--- config.mk ---
export PLATFORM = sky130hd
export DESIGN_NAME = mbe_mult_pipe_flat
export DESIGN_NICKNAME = d
export VERILOG_FILES = /design/src/rtl/mbe_mult_if.sv /design/src/rtl/mbe_mult_pipe.sv /design/src/flat_wrapper.sv
export SDC_FILE = /design/constraint.sdc
export NUM_CORES = 1
export LEC_CHECK = 0
export BUFFER_PORTS_ARGS = -buffer_cell sky130_fd_sc_hd__clkbuf_2
export CAP_MARGIN = 20
export CORE_MARGIN = 2
export CORE_UTILIZATION = 62
export DETAILED_ROUTE_END_ITERATION = 6
export PLACE_DENSITY = 0.93
export SYNTH_ARGS = -nofsm -noshare
export SYNTH_HDL_FRONTEND = slang
export SYNTH_SLANG_ARGS = --single-unit
--- constraint.sdc ---
create_clock -name clk -period 7.9 [get_ports clk]
set_input_delay 1.185 -clock clk [delete_from_list [all_inputs] [get_ports clk]]
set_output_delay 1.185 -clock clk [all_outputs]
set_load 0.1 [all_outputs]
--- src/rtl/mbe_mult_if.sv ---
// mbe_mult_if: valid/ready operand and product channels of the Booth multiplier
interface mbe_mult_if #(parameter int N = 12, parameter int TAGW = 4);
    logic            in_valid;
    logic            in_ready;
    logic [N-1:0]    a;
    logic [N-1:0]    b;
    logic            is_signed;
    logic [TAGW-1:0] in_tag;
    logic            out_valid;
    logic            out_ready;
    logic [2*N-1:0]  product;
    logic [TAGW-1:0] out_tag;
    modport slave (
        input  in_valid, a, b, is_signed, in_tag, out_ready,
        output in_ready, out_valid, product, out_tag
    );
    modport master (
        output in_valid, a, b, is_signed, in_tag, out_ready,
        input  in_ready, out_valid, product, out_tag
    );
endinterface

--- src/rtl/mbe_mult_pipe.sv ---
// mbe_mult_pipe: 3-stage radix-4 Modified Booth multiplier, signed/unsigned per operation
module mbe_mult_pipe #(
    parameter int N    = 12,
    parameter int TAGW = 4
) (
    input logic      clk,
    input logic      rst,
    mbe_mult_if.slave bus
);
    localparam int R = N / 2 + 1;
    localparam int W = 2 * N;
    logic            adv;
    logic [W-1:0]    pp [R];
    logic [R-1:0]    ng;
    logic [W-1:0]    red_s, red_c;
    logic            s1_v, s2_v, s3_v;
    logic            s1_sg, s2_sg, s3_sg;
    logic [TAGW-1:0] s1_tag, s2_tag, s3_tag;
    logic [W-1:0]    s1_pp [R];
    logic [R-1:0]    s1_ng;
    logic [W-1:0]    s2_s, s2_c, s3_p;
    assign adv           = !s3_v || bus.out_ready;
    assign bus.in_ready  = adv;
    assign bus.out_valid = s3_v;
    assign bus.product   = s3_p;
    assign bus.out_tag   = s3_tag;
    // Sign-extending b in signed mode makes the extra top digit zero, so one row count serves both modes
    always_comb begin : booth
        logic          ext;
        logic [N+2:0]  bx;
        logic [W-1:0]  ax, m;
        logic [2:0]    t;
        ext = bus.is_signed & bus.b[N-1];
        bx  = {ext, ext, bus.b, 1'b0};
        ax  = {{N{bus.is_signed & bus.a[N-1]}}, bus.a};
        m   = '0;
        t   = '0;
        for (int i = 0; i < R; i++) begin
            t     = bx[2*i +: 3];
            m     = (t[0] ^ t[1]) ? ax : ((t == 3'b011) || (t == 3'b100)) ? ax << 1 : '0;
            pp[i] = (t[2] ? ~m : m) << (2 * i);
            ng[i] = t[2];
        end
    end
    // The +1 of each negated row sits at bit 2i and forms one extra row for the 3:2 reduction
    always_comb begin : reduce
        logic [W-1:0] t;
        red_s = '0;
        red_c = '0;
        t     = '0;
        for (int i = 0; i < R; i++) red_s[2*i] = s1_ng[i];
        for (int i = 0; i < R; i++) begin
            t     = red_s ^ red_c ^ s1_pp[i];
            red_c = ((red_s & red_c) | (red_s & s1_pp[i]) | (red_c & s1_pp[i])) << 1;
            red_s = t;
        end
    end
    always_ff @(posedge clk or posedge rst) begin
        if (rst) begin
            {s1_v, s2_v, s3_v}       <= '0;
            {s1_sg, s2_sg, s3_sg}    <= '0;
            {s1_tag, s2_tag, s3_tag} <= '0;
            s1_pp <= '{default: '0};
            s1_ng <= '0;
            s2_s  <= '0;
            s2_c  <= '0;
            s3_p  <= '0;
        end else if (adv) begin
            s1_v   <= bus.in_valid;
            s1_sg  <= bus.is_signed;
            s1_tag <= bus.in_tag;
            s1_pp  <= pp;
            s1_ng  <= ng;
            s2_v   <= s1_v;
            s2_sg  <= s1_sg;
            s2_tag <= s1_tag;
            s2_s   <= red_s;
            s2_c   <= red_c;
            s3_v   <= s2_v;
            s3_sg  <= s2_sg;
            s3_tag <= s2_tag;
            s3_p   <= s2_c + s2_s;
        end
    end
endmodule

--- src/flat_wrapper.sv ---
// flat-port wrapper written by rule: the top's interface ports become plain ports
module mbe_mult_pipe_flat 
#(
    parameter int N    = 12,
    parameter int TAGW = 4
)
  (clk, rst, bus_in_valid, bus_a, bus_b, bus_is_signed, bus_in_tag, bus_out_ready, bus_in_ready, bus_out_valid, bus_product, bus_out_tag);
  mbe_mult_if #(.N(N), .TAGW(TAGW)) bus_i ();
  input logic clk;
  input logic rst;
  input wire logic [$bits(bus_i.in_valid)-1:0] bus_in_valid;
  input wire logic [$bits(bus_i.a)-1:0] bus_a;
  input wire logic [$bits(bus_i.b)-1:0] bus_b;
  input wire logic [$bits(bus_i.is_signed)-1:0] bus_is_signed;
  input wire logic [$bits(bus_i.in_tag)-1:0] bus_in_tag;
  input wire logic [$bits(bus_i.out_ready)-1:0] bus_out_ready;
  output wire logic [$bits(bus_i.in_ready)-1:0] bus_in_ready;
  output wire logic [$bits(bus_i.out_valid)-1:0] bus_out_valid;
  output wire logic [$bits(bus_i.product)-1:0] bus_product;
  output wire logic [$bits(bus_i.out_tag)-1:0] bus_out_tag;
  assign bus_i.in_valid = bus_in_valid;
  assign bus_i.a = bus_a;
  assign bus_i.b = bus_b;
  assign bus_i.is_signed = bus_is_signed;
  assign bus_i.in_tag = bus_in_tag;
  assign bus_i.out_ready = bus_out_ready;
  assign bus_in_ready = bus_i.in_ready;
  assign bus_out_valid = bus_i.out_valid;
  assign bus_product = bus_i.product;
  assign bus_out_tag = bus_i.out_tag;
  mbe_mult_pipe #(.N(N), .TAGW(TAGW)) u_core (.clk(clk), .rst(rst), .bus(bus_i));
endmodule
==> metrics <==
Worst Path Required=6.71 ns; Final Skew=0.0114 ns; die height=139 um; Clock Latency Late Sink=0.45 ns; final cycle utilization of the critical path=0.500; initial antenna violation count=0; Netlist Area Pre-Place=0.0113 mm^2; status=finished, violations left; Tot GR Track Use=0.284; die area=0.0193 mm^2; core area=0.0179 mm^2; Initial Util=0.632; cts bufs inserted=17; area of placed instances=0.0116 mm^2; Top-Level Pins=63; sequential area share after synthesis=0.405; vias in the first global route=9105; n_diodes=0; Hold WC Path Type=reg2reg; buffer and inverter count on the worst path=3; largest area contributor in the netlist=dfrtp_1; Syn. warnings=0; clk slew on worst S/H paths=0.08 ns; most common cell after layout, fill and taps aside=nand2_1; Worst-Margin Slew=1.06 ns; H-tree levels=4; hold violation count in the final report=0; final antenna-violating net count=0; post-synthesis area per instance=9.42 um^2; Post-DP HPWL=17.3 mm; global-route wire length before repair=44.1 mm; max frequency=253 MHz; Max-cap violations=0; Mapped Cells=1200; Area contributors post-synth=dfrtp_1 40%, fa_1 13%, nand2_1 9.7%; CP most frequent cell=clkbuf_2; hold buffer count at cts=0; DRT iter0 DRCs=938; FF+latch count, synth=183; post-CTS resize count=0; highest fanout seen on the critical path=48; area delta synth->final=7.90%; cell row count=49; Post-synth ARST share=1.00; Slew HR=0.295; total wire length=26.7 mm; syn_nets=1368; Worst Path Class, Setup=in2out; most frequent cells in the layout=292 x nand2_1, 183 x dfrtp_1, 124 x o21ai_0; critical path's top delay family=buffers and inverters; unrepaired setup endpoints after global routing=no; vias per inst=6.15; top cell type's share of synthesized area=0.405; Clock Sink Count=183; Final Util=0.682; Avg WL per Cell=18.5 um; postcts setup bufs=0; Worst Path Arrival=2.77 ns; Vias=8882; post-route cell area=0.0122 mm^2; first drt pass iteration count=7; largest net degree at the start of global routing=120; Startpoint Class=input pin; Residual DRC=3; Clock Root Buffer=clkbuf_16; fin nets=1371; Worst setup EP type=output port; prevailing post-synth register cell=dfrtp_1; global route overflow=0; Netlist cell types=48; Final Wtd Congestion=0.816; slowest CP cell=and2b_4; setup TNS=0 ns; clk buf depth=2; number of synthesized flops with an enable pin=0; Die Wd=139 um; failing checks=DRC; Slew Limit Fails=0; Final setup viols=0; crit path time final=3.95 ns; CP cell instances=clkbuf_2 -> and2b_4 -> clkinv_2 -> clkbuf_2; # port buffers=62; layout cells sized above 1=0.0938; critical path's largest stage delay=0.60 ns; TritonCTS clock tree=yes
==> Yosys cell counts, drive strengths merged (8+ instances only) <==
library cell and n:
a211oi 14, a21oi 50, a22oi 44, a31oi 10, and2 12, buf 38
clkbuf 46, dfrtp 183, fa 71, ha 64, inv 52, mux2i 15
nand2 292, nor2 46, nor3 14, o21ai 136, or3 8, xnor2 62
==> through the flow <==
stage	setup WS [ns]	hold WS, ns	cells
final	3.95	0.465	1445
after global routing	3.87	0.502	1445
after CTS	3.96	0.465	1443
after detailed placement	3.79	0.447	1411
after global placement	3.96	0.443	1411
after floorplan	1.74	0.430	1200
==> worst paths after layout <==
kind	start	to	slack, ns	cells after the start
worst max-delay path	bus_out_ready	bus_in_ready	3.95	4
worst min-delay path	u_core.s2_v$_DFFE_PP0P_	u_core.bus.out_valid$_DFFE_PP0P_	0.46	1
worst max register to register	u_core.s1_ng[6]$_DFFE_PP0P_	u_core.s2_s[13]$_DFFE_PP0P_	4.14	11
worst min register to register	u_core.s2_v$_DFFE_PP0P_	u_core.bus.out_valid$_DFFE_PP0P_	0.46	1
max in group asynchronous	rst	u_core.s1_pp[153]$_DFFE_PP0P_	5.64	4
min in group asynchronous	rst	u_core.s1_pp[34]$_DFFE_PP0P_	0.92	2
==> routing by layer <==
| layer | vias up | routed length (um) | GRT usage |
|---|---|---|---|
| met5 | - | 0 | 0 |
| met4 | 0 | 1030 | 0.127 |
| met3 | 109 | 1570 | 0.0497 |
| met2 | 425 | 13700 | 0.495 |
| met1 | 4379 | 10400 | 0.348 |
| li1 | 3969 | - | - |
==> area by class of cell <==
type                       instances  area (um^2)
clock inverter                    14          155
sequential                       183         4580
multi-input combinational        877         6150
timing repair buffer              68          383
tap                              229          287
clock buffer                      18          429
inverter                          56          216
fill                            1254         5700
==> state kept, by name, indices dropped and copies added (netlist names) <==
| signal | flops |
|---|---|
| u_core.bus.out_tag | 4 |
| u_core.bus.out_valid | 1 |
| u_core.bus.product | 24 |
| u_core.s1_ng | 7 |
| u_core.s1_pp | 96 |
| u_core.s1_tag | 4 |
| u_core.s1_v | 1 |
| u_core.s2_c | 17 |
| u_core.s2_s | 24 |
| u_core.s2_tag | 4 |
| u_core.s2_v | 1 |
==> cells by family after synthesis <==
kind of cell,after synthesis,synth area share
compound gates,270,0.141
xor+xnor,69,0.0534
fa+ha+maj,137,0.198
buf+inv,140,0.0512
flops,183,0.405
mux,16,0.0143
simple gates,385,0.137
Power is not shown: default switching activity piles up to over one toggle a cycle in this logic, so the estimate is an artifact.
